$ cat src/rtl/nlx_sram_req_ctrl_if.sv
// rtl/nlx_sram_req_ctrl_if.sv - command, response and SRAM pin bundle for nlx_sram_req_ctrl
interface nlx_sram_req_ctrl_if #(
  parameter int AW = 16,
  parameter int DW = 32,
  parameter int BW = DW / 8
);
  logic          req_valid;
  logic          req_ready;
  logic          req_write;
  logic [BW-1:0] req_be;
  logic [AW-1:0] req_addr;
  logic [DW-1:0] req_wdata;
  logic          rsp_valid;
  logic          rsp_ready;
  logic [DW-1:0] rsp_rdata;
  logic          rsp_err;
  logic [BW-1:0] sram_we;
  logic [AW-1:0] sram_addr;
  logic [DW-1:0] sram_wdata;
  logic [DW-1:0] sram_rdata;
  logic          busy;

  modport master (
    output req_valid, req_write, req_be, req_addr, req_wdata, rsp_ready, sram_rdata,
    input  req_ready, rsp_valid, rsp_rdata, rsp_err, sram_we, sram_addr, sram_wdata, busy
  );

  modport slave (
    input  req_valid, req_write, req_be, req_addr, req_wdata, rsp_ready, sram_rdata,
    output req_ready, rsp_valid, rsp_rdata, rsp_err, sram_we, sram_addr, sram_wdata, busy
  );
endinterface

$ cat src/rtl/nlx_sram_req_ctrl.sv
// rtl/nlx_sram_req_ctrl.sv - SRAM request front-end with credit-limited read response FIFO
// Optional address range check enabled by NLX_SRAM_ADDR_CHK_EN.
module nlx_sram_req_ctrl #(
  parameter int            AW        = 16,
  parameter int            DW        = 32,
  parameter int            RD_LAT    = 1,
  parameter int            RSP_DEPTH = 4,
  parameter logic [AW-1:0] ADDR_MAX  = '1
) (
  input logic            clk,
  input logic            rst,
  nlx_sram_req_ctrl_if.slave bus
);

  localparam int PW = $clog2(RSP_DEPTH);
  localparam int CW = $clog2(RSP_DEPTH + 1);

  logic              accept;
  logic              rd_acc;
  logic              oob;
  logic              push;
  logic              pop;
  logic              empty;
  logic              full;
  logic [DW-1:0]     push_data;
  logic [CW-1:0]     credit;
  logic              rd_issue;
  logic              rd_issue_err;
  logic [RD_LAT-1:0] pipe_v;
  logic [RD_LAT-1:0] pipe_e;
  logic [DW-1:0]     fifo_d [RSP_DEPTH];
  logic [RSP_DEPTH-1:0] fifo_e;
  logic [PW:0]       wr_ptr;
  logic [PW:0]       rd_ptr;

  assign bus.req_ready = (credit != '0);
  assign accept        = bus.req_valid && bus.req_ready;
  assign rd_acc        = accept && !bus.req_write;

`ifdef NLX_SRAM_ADDR_CHK_EN
  assign oob = (bus.req_addr > ADDR_MAX);
`else
  logic unused_addr_max;
  assign oob             = 1'b0;
  assign unused_addr_max = ^ADDR_MAX;
`endif

  // Out-of-range commands leave the address pins untouched and never strobe a write.
  always_ff @(posedge clk or posedge rst) begin
    if (rst) begin
      bus.sram_we    <= '0;
      bus.sram_addr  <= '0;
      bus.sram_wdata <= '0;
    end else begin
      bus.sram_we <= (accept && bus.req_write && !oob) ? bus.req_be : '0;
      if (accept) begin
        bus.sram_wdata <= bus.req_wdata;
        if (!oob) bus.sram_addr <= bus.req_addr;
      end
    end
  end

  // rd_issue marks the cycle the read address sits on the pins; pipe_v then counts RD_LAT cycles.
  always_ff @(posedge clk or posedge rst) begin
    if (rst) begin
      rd_issue     <= 1'b0;
      rd_issue_err <= 1'b0;
      pipe_v       <= '0;
      pipe_e       <= '0;
    end else begin
      rd_issue     <= rd_acc;
      rd_issue_err <= rd_acc && oob;
      pipe_v[0]    <= rd_issue;
      pipe_e[0]    <= rd_issue_err;
      for (int i = 1; i < RD_LAT; i++) begin
        pipe_v[i] <= pipe_v[i-1];
        pipe_e[i] <= pipe_e[i-1];
      end
    end
  end

  assign push      = pipe_v[RD_LAT-1];
  assign push_data = pipe_e[RD_LAT-1] ? '0 : bus.sram_rdata;
  assign empty     = (wr_ptr == rd_ptr);
  assign full      = (wr_ptr[PW] != rd_ptr[PW]) && (wr_ptr[PW-1:0] == rd_ptr[PW-1:0]);
  assign pop       = !empty && bus.rsp_ready;

  always_ff @(posedge clk) begin
    if (push) begin
      fifo_d[wr_ptr[PW-1:0]] <= push_data;
      fifo_e[wr_ptr[PW-1:0]] <= pipe_e[RD_LAT-1];
    end
  end

  always_ff @(posedge clk or posedge rst) begin
    if (rst) begin
      wr_ptr <= '0;
      rd_ptr <= '0;
    end else begin
      if (push) wr_ptr <= wr_ptr + 1'b1;
      if (pop)  rd_ptr <= rd_ptr + 1'b1;
    end
  end

  // Head is gated while empty so stale entries never show on the response bus.
  assign bus.rsp_valid = !empty;
  assign bus.rsp_rdata = empty ? '0 : fifo_d[rd_ptr[PW-1:0]];
  assign bus.rsp_err   = empty ? 1'b0 : fifo_e[rd_ptr[PW-1:0]];

  always_ff @(posedge clk or posedge rst) begin
    if (rst) begin
      credit <= CW'(RSP_DEPTH);
    end else begin
      case ({rd_acc, pop})
        2'b10:   credit <= credit - CW'(1);
        2'b01:   credit <= credit + CW'(1);
        default: credit <= credit;
      endcase
    end
  end

  assign bus.busy = rd_issue || (|pipe_v) || !empty;

  a_no_push_when_full: assert property (@(posedge clk) disable iff (rst) !(push && full));

endmodule

$ cat src/flat_wrapper.sv
// flat-port wrapper written by rule: the top's interface ports become plain ports
module nlx_sram_req_ctrl_flat 
#(
  parameter int            AW        = 16,
  parameter int            DW        = 32,
  parameter int            RD_LAT    = 1,
  parameter int            RSP_DEPTH = 4,
  parameter logic [AW-1:0] ADDR_MAX  = '1
)
  (clk, rst, bus_req_valid, bus_req_write, bus_req_be, bus_req_addr, bus_req_wdata, bus_rsp_ready, bus_sram_rdata, bus_req_ready, bus_rsp_valid, bus_rsp_rdata, bus_rsp_err, bus_sram_we, bus_sram_addr, bus_sram_wdata, bus_busy);
  nlx_sram_req_ctrl_if #(.AW(AW), .DW(DW)) bus_i ();
  input logic clk;
  input logic rst;
  input wire logic [$bits(bus_i.req_valid)-1:0] bus_req_valid;
  input wire logic [$bits(bus_i.req_write)-1:0] bus_req_write;
  input wire logic [$bits(bus_i.req_be)-1:0] bus_req_be;
  input wire logic [$bits(bus_i.req_addr)-1:0] bus_req_addr;
  input wire logic [$bits(bus_i.req_wdata)-1:0] bus_req_wdata;
  input wire logic [$bits(bus_i.rsp_ready)-1:0] bus_rsp_ready;
  input wire logic [$bits(bus_i.sram_rdata)-1:0] bus_sram_rdata;
  output wire logic [$bits(bus_i.req_ready)-1:0] bus_req_ready;
  output wire logic [$bits(bus_i.rsp_valid)-1:0] bus_rsp_valid;
  output wire logic [$bits(bus_i.rsp_rdata)-1:0] bus_rsp_rdata;
  output wire logic [$bits(bus_i.rsp_err)-1:0] bus_rsp_err;
  output wire logic [$bits(bus_i.sram_we)-1:0] bus_sram_we;
  output wire logic [$bits(bus_i.sram_addr)-1:0] bus_sram_addr;
  output wire logic [$bits(bus_i.sram_wdata)-1:0] bus_sram_wdata;
  output wire logic [$bits(bus_i.busy)-1:0] bus_busy;
  assign bus_i.req_valid = bus_req_valid;
  assign bus_i.req_write = bus_req_write;
  assign bus_i.req_be = bus_req_be;
  assign bus_i.req_addr = bus_req_addr;
  assign bus_i.req_wdata = bus_req_wdata;
  assign bus_i.rsp_ready = bus_rsp_ready;
  assign bus_i.sram_rdata = bus_sram_rdata;
  assign bus_req_ready = bus_i.req_ready;
  assign bus_rsp_valid = bus_i.rsp_valid;
  assign bus_rsp_rdata = bus_i.rsp_rdata;
  assign bus_rsp_err = bus_i.rsp_err;
  assign bus_sram_we = bus_i.sram_we;
  assign bus_sram_addr = bus_i.sram_addr;
  assign bus_sram_wdata = bus_i.sram_wdata;
  assign bus_busy = bus_i.busy;
  nlx_sram_req_ctrl #(.AW(AW), .DW(DW), .RD_LAT(RD_LAT), .RSP_DEPTH(RSP_DEPTH), .ADDR_MAX(ADDR_MAX)) u_core (.clk(clk), .rst(rst), .bus(bus_i));
endmodule
$ cat config.mk
export PLATFORM = sky130hd
export DESIGN_NAME = nlx_sram_req_ctrl_flat
export DESIGN_NICKNAME = d
export VERILOG_FILES = /design/src/rtl/nlx_sram_req_ctrl_if.sv /design/src/rtl/nlx_sram_req_ctrl.sv /design/src/flat_wrapper.sv
export SDC_FILE = /design/constraint.sdc
export NUM_CORES = 1
export LEC_CHECK = 0
export CAP_MARGIN = 30
export CORE_MARGIN = 2
export CORE_UTILIZATION = 50
export CTS_CLUSTER_SIZE = 8
export DETAILED_ROUTE_END_ITERATION = 8
export GPL_TIMING_DRIVEN = 0
export PLACE_DENSITY = 0.76
export SYNTH_ARGS = -nofsm -noshare
export SYNTH_HDL_FRONTEND = slang
export SYNTH_SLANG_ARGS = --single-unit
$ cat constraint.sdc
create_clock -name clk -period 3 [get_ports clk]
set_input_delay 0.6 -clock clk [delete_from_list [all_inputs] [get_ports clk]]
set_output_delay 0.6 -clock clk [all_outputs]
set_load 0.01 [all_outputs]
Word level (Yosys, flattened, before mapping)
Memories as Yosys holds them, arrays and structs flattened.
Cells that the tools add are included.
Storage, ports and cells
  register bits after elaboration: 67
  bits in writable memories: 128
  input port bits: 89
  output and inout port bits: 88
  logic and storage cells: 43
  memories: 1
Cells by class
  add/sub/neg operators: 4
  $lt $le $gt $ge: 3
  equal/unequal tests: 3
  multiplexer cells: 10
  bitwise logic cells: 2
  reduce and logical (&&, ||, !) cells: 11
Memories
  u_core.fifo_d: words 4, width 32, rd ports 1, clocked after memory_dff 0, wr ports 1, line nlx_sram_req_ctrl.sv:31  | logic [DW-1:0] fifo_d [RSP_DEPTH];
Operators by type and width (count)
  $mux 32: 1
  $add 3x1->3 const B: 3
  $lt 2x3->1 const B: 2
  $pmux 3 s2: 1
  $logic_and 1x1->1: 5
  $mux 1: 5
  $and 4x4->4: 1
  $mux 4: 1
  $not 4->4: 1
  $eq 3x3->1: 1
  $reduce_bool 3->1: 1
  $sub 3x1->3 const B: 1
  $bmux 1 s2: 1
  $demux 1 s2: 1
  $eq 2x1->1 const B: 1
  $eq 2x2->1 const B: 1
  $ge 2x1->1 const B: 1
  $logic_not 1->1: 2
  $logic_or 1x1->1: 2
  $reduce_bool 2->1: 1

Longest topological paths before layout
  depth after elaboration: 6
  gate-level depth with buffers: 10
  depth with buffers taken out: 9

Least setup slack after synthesis
No wires, ideal clock.
  path kind: reg-to-reg
  from: register u_core.rd_ptr[0]
  to: register u_core.credit[1]
  library setup time: 0.125 ns
  arrival: 2.016 ns
  required time: 2.875 ns
  path slack: 0.859 ns
  cell stages (with the launch flop): 9
  path buffers: 1
  clock period less this slack: 2.141 ns
  cells stage by stage: dfrtp_1 buf_6 xor2_2 o31ai_1 inv_1 ha_1 inv_1 fa_1 mux2_2
On the way
  cells in the longest elaborated chain, start to end: 5
  elaborated cells on any way between the ends: 7
  those cells by class: eq/ne: 3; mux: 1; reduce/logical: 3
Ends and longest elaborated chain
  start, declared: line nlx_sram_req_ctrl.sv:34  | logic [PW:0] rd_ptr;
  start signal, assigned: line nlx_sram_req_ctrl.sv:101  | if (pop) rd_ptr <= rd_ptr + 1'b1;
  $eq 3x3->1 *: line nlx_sram_req_ctrl.sv:84  | assign empty = (wr_ptr == rd_ptr);
  $logic_not 1->1 *: line nlx_sram_req_ctrl.sv:86  | assign pop = !empty && bus.rsp_ready;
  $logic_and 1x1->1 *: line nlx_sram_req_ctrl.sv:86
  net u_core.pop: line nlx_sram_req_ctrl.sv:22  | logic pop;
  $eq 2x1->1 or $eq 2x2->1 (tied branches): line nlx_sram_req_ctrl.sv:114  | case ({rd_acc, pop})
  $pmux 3 s2 or $reduce_bool 2->1 (tied branches)
  end signal, assigned: line nlx_sram_req_ctrl.sv:115  | 2'b10: credit <= credit - CW'(1);
  end signal, assigned: line nlx_sram_req_ctrl.sv:116  | 2'b01: credit <= credit + CW'(1);
  end signal, assigned: line nlx_sram_req_ctrl.sv:117  | default: credit <= credit;
  end, declared: line nlx_sram_req_ctrl.sv:26  | logic [CW-1:0] credit;
The timed path passes the listed nets; every way through them passes the cells marked *.
A chain may end at the register's enable or synchronous reset.

Worst setup path in the final report
  from: register u_core.rd_ptr[0]
  to: output bus_rsp_rdata[23]
On the way
  cells in the longest elaborated chain, start to end: 2
  elaborated cells on any way between the ends: 3
  those cells by class: eq/ne: 1; mux: 1; memory: 1
Ends and longest elaborated chain
  $mem_v2 4x32 or $eq 3x3->1 (tied branches)
  $mux 32 *: line nlx_sram_req_ctrl.sv:107  | assign bus.rsp_rdata = empty ? '0 : fifo_d[rd_ptr[PW-1:0]];
  end, declared: line flat_wrapper.sv:23  | output wire logic [$bits(bus_i.rsp_rdata)-1:0] bus_rsp_rdata;
Mark *: on every way between the ends. The rest lies on a longest branch, timed or not.

==> flow_summary.json <==
{
  "run_status": "completed",
  "crit_start": "u_core.rd_ptr[0]",
  "drive_gt1_share_pct": 24.1,
  "n_antenna_cell": 0,
  "ys_warn_count": 0,
  "ant_nets": 0,
  "drc_errors": 0,
  "synth_flop_cell": "edfxtp_1",
  "synth_cell_type_count": 32,
  "slew-limit-headroom_pct": 38.8,
  "core_mm2": 0.0150,
  "netlist_top_cells_area": "edfxtp_1 (52%), dfrtp_1 (20%), mux4_2 (9.7%), mux2_2 (5.9%), nor2b_1 (3.0%)",
  "path_max_fanout": 10,
  "synth_edf_count": 132,
  "place.gp.congestion": 0.758,
  "clkSinkCount": 195,
  "fillCellCount": 998,
  "start_util_pct": 50.7,
  "htree_levels": 4,
  "drt_iter0_drc": 284,
  "finClkSkew_ns": 0.0125,
  "die_x_um": 128,
  "gr-total-overflow": 0,
  "cts_tree": "yes",
  "synth_fp_nets": 476,
  "syn_to_final_growth_pct": 35.8,
  "cts_made_buffers": 17,
  "ir_drop_v": 0.000352,
  "end_kind": "primary output",
  "core.rowCount": 45,
  "drt-pass1-iter-count": 4,
  "clkLatencyLatePin_ns": 0.42,
  "ys_seq_area_share_pct": 72.7,
  "async_flop_share_pct": 32.3,
  "ys_ff_latch": 195,
  "report.final.hold_viol_count": 0,
  "p_leak_nw": 4.07,
  "dpl.cell_count": 746,
  "finalCritPeriodShare_pct": 97.4,
  "required_ns": 2.40,
  "dieArea_mm2": 0.0163,
  "holdCritStartpoint": "u_core.rd_issue",
  "fmax_ghz": 0.342,
  "avgSynthCellArea_um2": 20.1,
  "r2r_start": "u_core.rd_ptr[0]",
  "syn_inst": 380,
  "grt_pass1_wl_mm": 24.3,
  "dp_hpwl_mm": 10.5,
  "netlist_area_mm2": 0.00763,
  "power_mw": 5.18,
  "instances_no_fill": 782,
  "finalCriticalPeriod_ns": 2.92,
  "arrival_ns": 2.32,
  "antenna_found_initial": 0,
  "finalSetupViolCount": 0,
  "port_buffers": 176,
  "slew_viol_final": 0,
  "vias_per_cell": 5.28,
  "path_class": "flop to primary output",
  "ios": 177,
  "clock_path_buffers": 2,
  "maxCapViolCount": 0,
  "die_h_um": 128,
  "cts_root_buf": "clkbuf_16",
  "synth_top_area_share_pct": 52.0,
  "tightest_slew_ns": 0.918,
  "num_vias": 4130,
  "clk_pin_slew_ns": 0.06,
  "fin_nets": 677,
  "hold_path_class": "flop to flop",
  "postRouteWirelength_mm": 15.4,
  "start_kind": "flop",
  "yosysTopAreaCell": "edfxtp_1",
  "powerDensity_mw_per_mm2": 500,
  "track_usage_pct": 20.1,
  "grt_max_degree": 41,
  "wl_per_cell_um": 19.7,
  "grt_pass1_vias": 4629
}
[cells in the final DEF, fill, tap and decap left out, types with 4 or more instances in the layout]
cell | netlist | layout
and2_2 | 0 | 4
and3_1 | 4 | 4
buf_12 | 2 | 4
buf_4 | 6 | 11
buf_8 | 0 | 4
clkbuf_1 | 0 | 6
clkbuf_16 | 0 | 18
clkdlybuf4s50_1 | 0 | 168
dfrtp_1 | 62 | 62
dlymetal6s2s_1 | 0 | 8
edfxtp_1 | 132 | 132
ha_1 | 6 | 6
inv_1 | 6 | 5
mux2_2 | 40 | 40
mux2_4 | 9 | 9
mux4_2 | 33 | 33
nor2b_1 | 37 | 36
xor2_1 | 6 | 4
[kinds of logic after synthesis]
logic type	count (synthesis)	synth area share, %
adder cells (fa/ha/maj)	7	1.25
buffers and inverters	22	2.02
XOR/XNOR	10	1.25
AO/OA/AOI/OAI	6	0.541
flip-flops	195	72.7
multiplexers	82	17.4
AND/OR/NAND/NOR	58	4.87
[area by class of cell]
type | count | area [µm²] | area share [%]
flip-flops and latches | 195 | 5540 | 53.5
multi-input cells | 163 | 1980 | 19.1
repair buffers | 182 | 1850 | 17.9
clock buffers | 27 | 508 | 4.90
well taps | 188 | 235 | 2.27
plain buffers | 16 | 168 | 1.62
clock inverters | 5 | 53.8 | 0.519
inverters | 6 | 22.5 | 0.217
[Yosys cell counts, types with 4 or more instances]
library cell / n
and2_1: 5
and3_1: 4
buf_2: 7
buf_4: 6
dfrtp_1: 62
edfxtp_1: 132
ha_1: 6
inv_1: 6
mux2_2: 40
mux2_4: 9
mux4_2: 33
nor2b_1: 37
xor2_1: 6
[through the flow]
step                      area [µm²]  setup slack, ns  utilization, %  setup TNS [ns]  hold slack (ns)
after CTS                      10300         0.000752            68.5               0            0.375
after global routing           10400          -0.0112            68.9         -0.0249            0.385
final                          10400           0.0768            68.9               0            0.374
after detailed placement        9670            0.293            64.3               0            0.364
after global placement          9620           -0.166            64.0           -9.98            0.363
after floorplan                 7630            0.832               -               0            0.355
[critical path, cell delays in order (launching register included)]
cell	delay [ns]
dfrtp_1	0.39
buf_8	0.18
buf_8	0.19
mux4_2	0.52
nor2b_1	0.15
clkdlybuf4s50_1	0.47
[flip-flops by register name, indices dropped and copies added (netlist names)]
| signal | flops |
|---|---|
| u_core.pipe_v | 1 |
| u_core.rd_ptr | 3 |
| u_core.bus.sram_wdata | 32 |
| u_core.rd_issue | 1 |
| u_core.wr_ptr | 3 |
| u_core.bus.sram_addr | 16 |
| u_core.fifo_e | 4 |
| u_core.fifo_d | 128 |
| u_core.credit | 3 |
| u_core.bus.sram_we | 4 |
[what timing repair did]
item                                   4_1_cts  5_1_grt
endpoints found under the hold margin        0        0
setup endpoints to repair                   31       23
gates resized for setup                     11       13
pin swaps                                    1        0
buffers inserted                             3        1
hold buffers                                 0        0
[final timing paths]
path,end,slack [ns],cells after the start
setup / recovery,bus_rsp_rdata[23],0.08,5
hold / removal,u_core.pipe_v,0.37,0
setup reg to reg,u_core.credit[1],0.53,9
hold reg to reg,u_core.pipe_v,0.37,0
max in group asynchronous,u_core.bus.sram_addr[3],1.85,3
min in group asynchronous,u_core.bus.sram_wdata[8],0.56,2
[power breakdown]
group	total, mW	internal (mW)	leakage [nW]	switching (mW)
registers	2.88	2.88	2.05	0
logic	0.156	0.104	1.75	0.0517
clock network	2.15	1.25	0.278	0.901
[routing by layer]
metal  share of wire [%]  GRT usage (%)  up-vias  wire, µm
met4                0.82           5.37        0       127
li1                    -              -     1846         -
met1                  39           23.5     2111      6090
met2                  50           33.7      162      7730
met3                 9.6           9.38       11      1480
met5                   0              0        -         0
Note: power is estimated with default switching activity, not from simulation.
